## src/rtl/rst_release_seq_if.sv

```systemverilog
// rtl/rst_release_seq_if.sv - sequenced-reset bundle between rst_release_seq and its consumer
//
// Signals:
//   sw_rst_req_i  consumer -> sequencer   synchronous restart request
//   rst_no        sequencer -> consumer   sequenced active-low sub-resets
//   seq_done_o    sequencer -> consumer   all sub-resets released
//   busy_o        sequencer -> consumer   sequence in progress
// Modports: master = sequencer side, slave = consumer side.

interface rst_release_seq_if #(
    parameter int NumOutputs = 4
);
    logic                  sw_rst_req_i;
    logic [NumOutputs-1:0] rst_no;
    logic                  seq_done_o;
    logic                  busy_o;

    modport master (
        input  sw_rst_req_i,
        output rst_no,
        output seq_done_o,
        output busy_o
    );

    modport slave (
        output sw_rst_req_i,
        input  rst_no,
        input  seq_done_o,
        input  busy_o
    );
endinterface

```

## src/rtl/rst_release_seq.sv

```systemverilog
// rtl/rst_release_seq.sv - reset-release sequencer with staggered sub-reset release
//
// Purpose:
//   Asserts all sub-resets asynchronously with rst_ni, synchronizes the
//   deassertion of rst_ni, then releases NumOutputs active-low sub-resets one
//   at a time: the first HoldCycles cycles after the synchronized release, the
//   rest GapCycles apart. A synchronous software request restarts the sequence.
//
// Ports:
//   clk_i             clock
//   rst_ni            raw asynchronous active-low reset
//   bus.sw_rst_req_i  restart request, sampled on the rising edge of clk_i
//   bus.rst_no        sequenced sub-resets (registered, active-low)
//   bus.seq_done_o    high once every sub-reset has been released
//   bus.busy_o        high while the sequence is in HOLD or RELEASE

module rst_release_seq #(
    parameter int SyncStages = 2,
    parameter int HoldCycles = 4,
    parameter int GapCycles  = 8,
    parameter int NumOutputs = 4
) (
    input  logic                clk_i,
    input  logic                rst_ni,
    rst_release_seq_if.master   bus
);

    localparam int MaxCnt = (HoldCycles > GapCycles) ? HoldCycles : GapCycles;
    localparam int CntW   = $clog2(MaxCnt + 1);
    localparam int IdxW   = $clog2(NumOutputs + 1);

    localparam logic [CntW-1:0] HoldLast = CntW'(HoldCycles - 1);
    localparam logic [CntW-1:0] GapLast  = CntW'(GapCycles - 1);
    localparam logic [IdxW-1:0] IdxLast  = IdxW'(NumOutputs - 1);
    localparam logic [IdxW-1:0] IdxOne   = IdxW'(1);
    localparam logic [NumOutputs-1:0] OneHot0 = NumOutputs'(1);

    if (SyncStages < 2) begin : g_chk_sync
        $fatal(1, "rst_release_seq: SyncStages must be >= 2");
    end
    if (HoldCycles < 1) begin : g_chk_hold
        $fatal(1, "rst_release_seq: HoldCycles must be >= 1");
    end
    if (GapCycles < 1) begin : g_chk_gap
        $fatal(1, "rst_release_seq: GapCycles must be >= 1");
    end
    if (NumOutputs < 1) begin : g_chk_num
        $fatal(1, "rst_release_seq: NumOutputs must be >= 1");
    end

    typedef enum logic [1:0] {
        ST_HOLD,
        ST_RELEASE,
        ST_DONE
    } state_t;

    logic [SyncStages-1:0] sync_q;
    logic                  rst_sync;

    state_t                state_q;
    logic [CntW-1:0]       cnt_q;
    logic [IdxW-1:0]       idx_q;
    logic [NumOutputs-1:0] rst_q;
    logic                  done_q;
    logic                  busy_q;

    // Assertion is immediate through the async clear; deassertion ripples
    // through SyncStages flops so downstream logic sees a clean edge.
    always_ff @(posedge clk_i or negedge rst_ni) begin
        if (!rst_ni) begin
            sync_q <= '0;
        end else begin
            sync_q <= {sync_q[SyncStages-2:0], 1'b1};
        end
    end

    assign rst_sync = sync_q[SyncStages-1];

    // Nothing advances, and sw_rst_req_i is ignored, until rst_sync is high.
    // A restart request wins over any release due on the same edge.
    always_ff @(posedge clk_i or negedge rst_ni) begin
        if (!rst_ni) begin
            state_q <= ST_HOLD;
            cnt_q   <= '0;
            idx_q   <= '0;
            rst_q   <= '0;
            done_q  <= 1'b0;
            busy_q  <= 1'b1;
        end else if (rst_sync) begin
            if (bus.sw_rst_req_i) begin
                state_q <= ST_HOLD;
                cnt_q   <= '0;
                idx_q   <= '0;
                rst_q   <= '0;
                done_q  <= 1'b0;
                busy_q  <= 1'b1;
            end else begin
                case (state_q)
                    ST_HOLD: begin
                        if (cnt_q == HoldLast) begin
                            rst_q <= rst_q | OneHot0;
                            cnt_q <= '0;
                            idx_q <= IdxOne;
                            if (NumOutputs == 1) begin
                                state_q <= ST_DONE;
                                done_q  <= 1'b1;
                                busy_q  <= 1'b0;
                            end else begin
                                state_q <= ST_RELEASE;
                            end
                        end else begin
                            cnt_q <= cnt_q + 1'b1;
                        end
                    end

                    ST_RELEASE: begin
                        if (cnt_q == GapLast) begin
                            rst_q <= rst_q | (OneHot0 << idx_q);
                            cnt_q <= '0;
                            // idx ends at NumOutputs, which its width can hold.
                            idx_q <= idx_q + 1'b1;
                            if (idx_q == IdxLast) begin
                                state_q <= ST_DONE;
                                done_q  <= 1'b1;
                                busy_q  <= 1'b0;
                            end
                        end else begin
                            cnt_q <= cnt_q + 1'b1;
                        end
                    end

                    ST_DONE: begin
                        // Terminal: outputs held, no counting.
                    end

                    default: begin
                        state_q <= ST_HOLD;
                        cnt_q   <= '0;
                        idx_q   <= '0;
                        rst_q   <= '0;
                        done_q  <= 1'b0;
                        busy_q  <= 1'b1;
                    end
                endcase
            end
        end
    end

    assign bus.rst_no     = rst_q;
    assign bus.seq_done_o = done_q;
    assign bus.busy_o     = busy_q;

endmodule

```

## src/flat_wrapper.sv

```systemverilog
// flat-port wrapper written by rule: the top's interface ports become plain ports
module rst_release_seq_flat 
#(
    parameter int SyncStages = 2,
    parameter int HoldCycles = 4,
    parameter int GapCycles  = 8,
    parameter int NumOutputs = 4
)
  (clk_i, rst_ni, bus_sw_rst_req_i, bus_rst_no, bus_seq_done_o, bus_busy_o);
  rst_release_seq_if #(.NumOutputs(NumOutputs)) bus_i ();
  input  logic clk_i;
  input  logic rst_ni;
  input wire logic [$bits(bus_i.sw_rst_req_i)-1:0] bus_sw_rst_req_i;
  output wire logic [$bits(bus_i.rst_no)-1:0] bus_rst_no;
  output wire logic [$bits(bus_i.seq_done_o)-1:0] bus_seq_done_o;
  output wire logic [$bits(bus_i.busy_o)-1:0] bus_busy_o;
  assign bus_i.sw_rst_req_i = bus_sw_rst_req_i;
  assign bus_rst_no = bus_i.rst_no;
  assign bus_seq_done_o = bus_i.seq_done_o;
  assign bus_busy_o = bus_i.busy_o;
  rst_release_seq #(.SyncStages(SyncStages), .HoldCycles(HoldCycles), .GapCycles(GapCycles), .NumOutputs(NumOutputs)) u_core (.clk_i(clk_i), .rst_ni(rst_ni), .bus(bus_i));
endmodule
```

## config.mk

```make
export PLATFORM = sky130hd
export DESIGN_NAME = rst_release_seq_flat
export DESIGN_NICKNAME = d
export VERILOG_FILES = /design/src/rtl/rst_release_seq_if.sv /design/src/rtl/rst_release_seq.sv /design/src/flat_wrapper.sv
export SDC_FILE = /design/constraint.sdc
export NUM_CORES = 1
export LEC_CHECK = 0
export ABC_CLOCK_PERIOD_IN_PS = 1550
export CAP_MARGIN = 0
export CORE_MARGIN = 2
export CORE_UTILIZATION = 40
export DETAILED_ROUTE_END_ITERATION = 8
export GPL_TIMING_DRIVEN = 0
export SLEW_MARGIN = 20
export SYNTH_ARGS = -nofsm -noshare
export SYNTH_HDL_FRONTEND = slang
export SYNTH_SLANG_ARGS = --single-unit
```

## constraint.sdc

```tcl
create_clock -name clk_i -period 1.55 [get_ports clk_i]
set_input_delay 0.155 -clock clk_i [delete_from_list [all_inputs] [get_ports clk_i]]
set_output_delay 0.155 -clock clk_i [all_outputs]
set_load 0.01 [all_outputs]
```

==> results of run 1 <==
[timing repair]
| action | 4_1_cts | 5_1_grt |
|---|---|---|
| gates resized for setup | 5 | 3 |
| pin swaps | 1 | 1 |
| hold buffers | 0 | 0 |
| cloned | 0 | 0 |
| buffers inserted | 1 | 4 |
| endpoints found under the setup margin | 10 | 5 |
[routing by layer]
metal	track usage (%)	up-vias
met5	0	-
met4	3.85	0
met3	2.57	2
met2	27.1	15
met1	20.8	369
li1	-	366
[cell families (layout without fill, tap and decap cells)]
logic type	count (synthesis)	in the layout
other	1	1
adder cells (fa/ha/maj)	6	6
AND/OR/NAND/NOR	19	19
flip-flops	17	17
XOR/XNOR	1	1
multiplexers	2	2
AO/OA/AOI/OAI	32	32
buffers and inverters	13	29
[final timing paths]
kind | endpoint
max | u_core.bus.seq_done_o
min | u_core.cnt_q[3]
max reg2reg | u_core.bus.seq_done_o
min reg2reg | u_core.sync_q[1]
max in group asynchronous | u_core.state_q[1]
min in group clk_i | u_core.sync_q[1]
[cells in the final DEF (no fill, tap or decap), types with 2 or more instances in the layout]
master / n
dfrtp_1: 15
inv_1: 7
clkdlybuf4s50_1: 7
o21ai_0: 6
ha_1: 5
nor2_1: 4
o21ai_1: 4
buf_4: 4
o22ai_1: 3
nand2b_1: 3
o2bb2ai_1: 3
nor3_1: 3
clkbuf_4: 3
buf_6: 2
clkbuf_1: 2
mux2i_1: 2
a21oi_1: 2
o21a_1: 2
o2111ai_1: 2
[state kept, by name (all words and copies together) (netlist names)]
name                   count
u_core.bus.seq_done_o      1
u_core.sync_q              2
u_core.cnt_q               4
u_core.state_q             2
u_core.idx_q               3
u_core.bus.busy_o          1
u_core.bus.rst_no          4
[area by class of cell]
class | instances | area share [%]
Buffer | 4 | 2.68
Clock buffer | 4 | 2.25
Inverter | 8 | 2.57
Multi-Input combinational cell | 61 | 41.5
Sequential cell | 17 | 36.6
Tap cell | 28 | 3.00
Timing Repair Buffer | 13 | 11.3
[report_power, final]
group,switching [mW],total (mW),internal [mW],leakage (nW)
sequential,0.0338,0.523,0.489,0.219
combinational,0.154,0.316,0.162,0.261
clock,0.139,0.239,0.0997,0.0150
[metrics by stage]
step	util, %	instance area [µm²]
after floorplan	-	943
after global placement	47.9	1060
after detailed placement	47.9	1060
after CTS	50.8	1120
after global routing	52.8	1170
final	52.8	1170
[worst max-delay path, stage by stage, from the launching register on]
cell      delay (ps)
dfrtp_2          450
or3b_1           390
buf_6            140
o2111a_2         260
o21a_1           170
==> metrics.yaml, run 1 <==
holdWs_ps: 301
wl_per_cell_um: 14.2
synth_top_area_share_pct: 42.4
wl_met3_um: 52
ioPinCount: 9
multi_input_area_um2: 485
reg2reg_depth: 4
setup_slack_ps: 31.8
finalHoldViolCount: 0
postSynthAreaPerCell_um2: 10.4
grt_setup_unrepaired: "true"
grt_util_all_layers_pct: 15.8
power_density_nw_per_um2: 922
place_worst_setup_slack_ps: -259
p_leak_nw: 0.495
fin_skew_ps: 6.02
clockBufferDepth: 2
synth_common_cells: "16 x dfrtp_1, 7 x inv_1, 6 x ha_1, 6 x o21ai_0"
fmax_ghz: 0.659
run_status: "finished clean"
fin_crit_sh_pct: 97.9
fillers: 219
period_needed_ps: 1520
dp_hpwl_mm: 1.39
die_y_um: 52.6
yosysTopAreaCell: "dfrtp_1"
cts-buffers-inserted: 3
slew_violations: 0
route.vias.total: 752
drive_above_1_share_pct: 16.8
die_w_um: 52.6
setup_tns_ps: 0
firstDrtPassIters: 4
synth-xor-area-share_pct: 0.928
layout.nets: 117
grt_pass1_wl_mm: 3.26
core_area_um2: 2210
fin_cells: 135
slew_headroom_pct: 50.2
start_kind: "register"
root_buffer: "clkbuf_4"
ys_types: 41
die_area_um2: 2760
worstMarginPinSlew_ps: 744
cts_htree_levels: 1
final-seq-area_um2: 428
reg2reg_from: "u_core.state_q[1]"
postRouteAntennaNets: 0
arrival_ps: 1700
yosys-top-cells-area: "dfrtp_1 42%, ha_1 8.0%, o21ai_0 3.2%"
cp-end-kind: "register"
synth_cells: 91
critPathMaxFanout: 8
port_buffers: 8
grt_pass1_vias: 766
synth_area_um2: 943
gp_congestion: 0.838
drt-met1-wl_um: 912
vias_per_cell: 5.57
synth_most_common_cell: "dfrtp_1"
startpoint: "u_core.state_q[1]"
synth-compound-area-share_pct: 24.1
timing.reg2reg.setup_slack_ps: 30
ir_worst_vdd_mv: 0.600
clk_pin_slew_ps: 110
num_antenna_cells: 0
synth-edff-count: 0
criticalPathCategory: "reg2reg"
clock_latency_ps: 280
synth-seq-area-share_pct: 45.2
area_growth_pct: 23.9
synth_top_family_by_area: "compound AO/OA/AOI/OAI gates"
grt.overflow.total: 0
hold_path_class: "in2async"
dominantRegCellSynth: "dfrtp_1"
cp.required_ps: 1730
synth_seq_cells: 17
synthMuxAreaShare_pct: 2.12
cts.sinks: 17
tritoncts: "yes"
wl_met2_um: 945
p_total_mw: 1.08
dr.first_iter.drc_count: 15
synthAdderAreaFrac_pct: 7.96
setup_viol: 0
maxCapViolCount: 0
ys_async_sr_fraction_pct: 100
syn_nets: 100
initial_core_util_pct: 42.6
routed_wirelength_mm: 1.92
synth-warning-count: 0
place.detailed.instances: 127
post_synth_and_or_nand_nor_area_fraction_pct: 12.7
highest_layer: "met4"
grt_max_degree: 18
drcViolationCount: 0
grt_antenna_before_repair: 0
num_rows: 17
(Power assumes the default switching activity.)
==> inputs of run 2 (changes only) <==
--- a/config.mk
+++ b/config.mk
@@ -5,6 +5,7 @@
 export SDC_FILE = /design/constraint.sdc
 export NUM_CORES = 1
 export LEC_CHECK = 0
+export ABC_AREA = 1
 export ABC_CLOCK_PERIOD_IN_PS = 1550
 export CAP_MARGIN = 0
 export CORE_MARGIN = 2
==> run 2 against run 1 <==
  * Non-clock buffer count shrank 8
  * Die area grew 2.1%
  * Global-route usage grew 0.087 points
  * Sequential power grew 34%
  * Fmax grew 9.1%
  * First-iteration DRC count shrank 33%
  * Clock power is essentially flat
==> metrics.yaml, run 2 <==
crit_slowest_cell: "dfrtp_1"
ioPinCount: 9
tritoncts: "yes"
initial_core_util_pct: 42.8
yosysTopAreaCell: "dfrtp_1"
clock_latency_ps: 290
whs_endpoint: "u_core.bus.rst_no[0]"
grt_setup_unrepaired: "false"
ys_async_sr_fraction_pct: 100
criticalPathCategory: "reg2reg"
grt_max_degree: 18
synth-edff-count: 0
grt_util_all_layers_pct: 15.9
setup_viol: 0
grt.overflow.total: 0
drcViolationCount: 0
die_area_um2: 2820
synth_area_um2: 965
cts-buffers-inserted: 3
synth_common_cells: "46 x nand2_1, 16 x dfrtp_1, 15 x inv_1, 9 x nor2_1"
multi_input_area_um2: 468
cts_htree_levels: 1
fin_crit_sh_pct: 89.8
vias_per_cell: 4.78
firstDrtPassIters: 4
synth-seq-area-share_pct: 44.2
fin_skew_ps: 1.32
die_w_um: 53.1
grt_pass1_wl_mm: 3.20
drive_above_1_share_pct: 13.0
yosys-top-cells-area: "dfrtp_1 42%, nand2_1 18%, ha_1 7.8%"
grt_antenna_before_repair: 0
timing.reg2reg.setup_slack_ps: 160
path_cells: "ha_1, nand3_1, nand2_2, nand2_2, nor2_1, nand2_1, nand2_1"
synth-warning-count: 0
synth_most_common_cell: "nand2_1"
holdWs_ps: 275
clk_pin_slew_ps: 100
gp_congestion: 0.799
postRouteAntennaNets: 0
fmax_ghz: 0.718
maxCapViolCount: 0
dr.first_iter.drc_count: 10
postSynthAreaPerCell_um2: 7.60
finalHoldViolCount: 0
synth_cells: 127
reg2reg_depth: 7
arrival_ps: 1630
final-seq-area_um2: 428
num_antenna_cells: 0
slew_violations: 0
final_common_cell: "nand2_1"
dp_hpwl_mm: 1.34
routed_wirelength_mm: 1.77
setup_tns_ps: 0
route.vias.total: 794
post_cts_buffers: 0
syn_nets: 136
period_needed_ps: 1390
critPathMaxFanout: 4
slew_headroom_pct: 49.9
wl_per_cell_um: 10.7
dominantRegCellSynth: "dfrtp_1"
die_y_um: 53.1
num_rows: 17
run_status: "finished clean"
max_stage_delay_ps: 410
hold_path_class: "in2reg"
p_leak_nw: 0.581
worstHoldStart: "bus_sw_rst_req_i"
rr_endpoint: "u_core.bus.busy_o"
power_density_nw_per_um2: 1400
fillers: 238
layout.nets: 148
start_kind: "register"
holdPathStages: 4
synth_seq_cells: 17
cp.required_ps: 1790
ir_worst_vdd_mv: 1.02
reg2reg_from: "u_core.cnt_q[0]"
cts.sinks: 17
worstMarginPinSlew_ps: 748
grt_pass1_vias: 736
area_growth_pct: 14.5
port_buffers: 7
ys_types: 20
root_buffer: "clkbuf_4"
cp-end-kind: "register"
core_area_um2: 2250
synth_top_area_share_pct: 41.5
final_cell_mix: "46 x nand2_1, 15 x inv_1, 15 x dfrtp_1, 9 x nor2_1"
clockBufferDepth: 2
[run 2: cell types whose count changed in the layout (fill, tap and decap cells not counted), moves of 3 or more]
cell,previous run,this run
nand2_2,0,5
o22ai_1,3,0
nand3_1,1,6
inv_1,7,15
nor2_1,4,9
o21ai_0,6,3
buf_4,4,0
nand2_1,1,46
o2bb2ai_1,3,0
nand2b_1,3,0
o21ai_1,4,1
[run 2: metal layers]
metal | wire length (µm) | track usage (%) | vias to the layer above | part of all wire [%]
met3 | 94 | 6.50 | 2 | 5.3
li1 | - | - | 413 | -
met4 | 14 | 3.85 | 0 | 0.79
met1 | 933 | 21.4 | 366 | 53
met5 | 0 | 0 | - | 0
met2 | 730 | 23.8 | 13 | 41
[run 2: kinds of logic after synthesis]
logic type,synth area share [%]
compound gates,5.58
xor+xnor,0.908
fa+ha+maj,7.78
buf+inv,7.65
flops,44.2
other cells,0.389
simple gates,33.5
[run 2: report_power, final]
group	internal (mW)	leakage (nW)	total [mW]	switching (mW)
clock	0.0959	0.0177	0.236	0.140
combinational	0.257	0.343	0.613	0.356
sequential	0.570	0.221	0.699	0.129
[run 2: critical path: cells and delay by family, from the launching register on]
| kind | cells | cell delay [ps] |
|---|---|---|
| adders and majority gates | 1 | 210 |
| and+or+nand+nor | 6 | 720 |
| DFF | 1 | 410 |
[run 2: worst max path at each step]
stage                            from                     to  depth (start not counted)
finish                u_core.cnt_q[0]      u_core.bus.busy_o                          7
detailed placement    u_core.idx_q[0]  u_core.bus.seq_done_o                          7
global route          u_core.cnt_q[0]        u_core.idx_q[0]                          7
CTS                 u_core.bus.busy_o             bus_busy_o                          1
global placement      u_core.idx_q[0]  u_core.bus.seq_done_o                          7
floorplan             u_core.idx_q[0]      u_core.state_q[0]                          7
[run 2: timing repair]
| item | 4_1_cts | 5_1_grt |
|---|---|---|
| setup endpoints to repair | 0 | 5 |
| gates resized for setup | 0 | 3 |
| hold buffers | 0 | 0 |
[run 2: area by class of cell]
| cell class | instances | area share, % |
|---|---|---|
| Clock buffer | 3 | 2.04 |
| Buffer | 2 | 0.906 |
| Inverter | 17 | 5.78 |
| Clock inverter | 1 | 0.453 |
| Timing Repair Buffer | 7 | 6.57 |
| Multi-Input combinational cell | 91 | 42.4 |
| Tap cell | 28 | 3.17 |
| Sequential cell | 17 | 38.7 |
[run 2: stage by stage]
step | setup slack, ps | area (µm²) | util [%] | total power, mW | std cells
3_5_place_dp | 134 | 1070 | 47.4 | 1.32 | 162
6_report | 158 | 1100 | 49.0 | 1.55 | 166
3_3_place_gp | 155 | 1070 | 47.4 | 1.31 | 162
4_1_cts | 17.6 | 1100 | 48.7 | 1.57 | 166
2_1_floorplan | 316 | 965 | - | 1.11 | 127
5_1_grt | 9.46 | 1100 | 49.0 | 1.71 | 166
==> inputs of run 3 (changes only) <==
--- a/config.mk
+++ b/config.mk
@@ -6,12 +6,14 @@
 export NUM_CORES = 1
 export LEC_CHECK = 0
 export ABC_AREA = 1
-export ABC_CLOCK_PERIOD_IN_PS = 1550
+export ABC_CLOCK_PERIOD_IN_PS = 1740
 export CAP_MARGIN = 0
 export CORE_MARGIN = 2
-export CORE_UTILIZATION = 40
+export CORE_UTILIZATION = 59
 export DETAILED_ROUTE_END_ITERATION = 8
 export GPL_TIMING_DRIVEN = 0
+export PLACE_DENSITY = 0.82
+export SETUP_SLACK_MARGIN = 0.1
 export SLEW_MARGIN = 20
 export SYNTH_ARGS = -nofsm -noshare
 export SYNTH_HDL_FRONTEND = slang
==> constraint.sdc (replaced) <==
create_clock -name clk_i -period 1.74 [get_ports clk_i]
set_input_delay 0.174 -clock clk_i [delete_from_list [all_inputs] [get_ports clk_i]]
set_output_delay 0.174 -clock clk_i [all_outputs]
set_load 0.01 [all_outputs]
==> run 3 against run 2 <==
  * Core utilization increased by 22 points
  * Non-clock buffer count unchanged
  * Design area decreased by 2.2%
  * Register-to-register slack improved by 170 ps
  * Sequential power decreased by 12%
  * Cell count decreased by 7.2%
  * Via count increased by 2.0%
  * Worst hold slack improved by 20 ps
  * First-iteration DRC count increased by 100%
  * Wire length decreased by 4.9%
  * Combinational power decreased by 10%
  * Highest routed layer unchanged
==> metrics.yaml, run 3 (same netlist as run 2, synthesis figures left out) <==
core_area_um2: 1520
fmax_ghz: 0.651
firstDrtPassIters: 4
critPathMaxFanout: 2
ctsResizeCount: 0
gp_congestion: 0.834
ioPinCount: 9
routed_wirelength_mm: 1.69
layout.nets: 148
timing.reg2reg.setup_slack_ps: 330
num_antenna_cells: 0
crit_slowest_cell: "dfstp_2"
cts.sinks: 17
route.vias.total: 810
drive_above_1_share_pct: 10.9
setup_tns_ps: 0
fin_skew_ps: 1.86
tritoncts: "yes"
power_density_nw_per_um2: 1270
grt_pass1_wl_mm: 2.99
clk_pin_slew_ps: 90
max_stage_delay_ps: 540
grt_max_degree: 18
postRouteAntennaNets: 0
slew_violations: 0
startpoint: "u_core.bus.busy_o"
hold_path_class: "in2reg"
reg2reg_from: "u_core.cnt_q[0]"
ir_worst_vdd_mv: 0.816
start_kind: "register"
crit_end: "bus_busy_o"
worstMarginPinSlew_ps: 735
cp-end-kind: "output pin"
initial_core_util_pct: 63.3
run_status: "finished clean"
setup_slack_ps: 203
vias_per_cell: 5.26
dp_hpwl_mm: 1.30
finalHoldViolCount: 0
dr.first_iter.drc_count: 20
grt_antenna_before_repair: 0
port_buffers: 7
grt.overflow.total: 0
cp.required_ps: 1570
p_leak_nw: 0.569
reg2reg_depth: 6
fin_crit_sh_pct: 88.3
arrival_ps: 1360
final_common_cell: "nand2_1"
place_worst_setup_slack_ps: 362
criticalPathCategory: "reg2out"
slew_headroom_pct: 50.8
path_cells: "clkdlybuf4s50_1"
wl_per_cell_um: 10.9
die_w_um: 44.4
clockBufferDepth: 2
p_total_mw: 1.38
period_needed_ps: 1540
setup_viol: 0
grt_util_all_layers_pct: 20.9
grt_setup_unrepaired: "false"
num_rows: 14
die_y_um: 44.4
area_growth_pct: 12.1
fin_area_um2: 1080
cts_htree_levels: 1
drcViolationCount: 0
maxCapViolCount: 0
final_cell_mix: "46 x nand2_1, 16 x dfrtp_1, 15 x inv_1, 9 x nor2_1, 7 x clkdlybuf4s50_1"
grt_pass1_vias: 739
root_buffer: "clkbuf_4"
rr_endpoint: "u_core.state_q[1]"
post_cts_buffers: 0
hold_buffers: 0
dpl-instance-area_um2: 1050
crit_buf_inv: 1
path_delay_family: "flip-flops"
crit_cells: 1
die_area_um2: 1970
clock_latency_ps: 290
cts-buffers-inserted: 3
==> run 3: cell types whose count changed in the layout (fill, tap and decap cells not counted), sizes merged <==
cell and delta:
clkbuf +1, clkdlybuf4s50 +1, clkinv -1, dlymetal6s2s -1
==> run 3: worst reg2reg max path: stages, from the launching register on <==
cell and delay, ps:
dfrtp_1 400, ha_1 210, nand3_1 130, o21bai_1 290
nand3_1 140, nand2_1 90, nand2_1 50
==> run 3: how the worst min path moves through the flow <==
stage / from / endpoint / slack, ps / cells past startpoint
finish: bus_sw_rst_req_i / u_core.bus.rst_no[0] / 300 / 4
floorplan: rst_ni / u_core.bus.rst_no[0] / -120 / 0
detailed placement: u_core.sync_q[0] / u_core.sync_q[1] / 350 / 0
global route: bus_sw_rst_req_i / u_core.bus.rst_no[0] / 310 / 4
CTS: bus_sw_rst_req_i / u_core.bus.rst_no[0] / 290 / 4
global placement: u_core.sync_q[0] / u_core.sync_q[1] / 340 / 0
==> run 3: stage by stage <==
step	std cells	utilization, %	hold WS (ps)
2_1_floorplan	127	-	-122
3_3_place_gp	150	69.2	343
3_5_place_dp	150	69.2	350
4_1_cts	154	70.9	288
5_1_grt	154	70.9	313
6_report	154	70.9	295
==> run 3: power by group <==
part / total (mW) / internal [mW] / leakage (nW) / switching, mW
clock network: 0.211 / 0.0894 / 0.0150 / 0.122
registers: 0.617 / 0.506 / 0.222 / 0.111
logic: 0.549 / 0.229 / 0.332 / 0.320
total: 1.38 / 0.824 / 0.569 / 0.553
==> run 3: cell type report <==
cell class                 count  area, µm²
multi-input combinational     91        464
fill                         128        443
sequential                    17        427
timing repair buffer           7       70.1
inverter                      17       63.8
clock buffer                   4       26.3
tap                           16       20.0
buffer                         2       10.0
==> run 3: per-layer routing <==
layer / vias up / GRT usage [%] / wire length, µm
li1: 412 / - / -
met2: 30 / 31.2 / 719
met3: 2 / 2.86 / 102
met1: 366 / 29.6 / 836
met4: 0 / 10.9 / 27
met5: - / 0 / 0
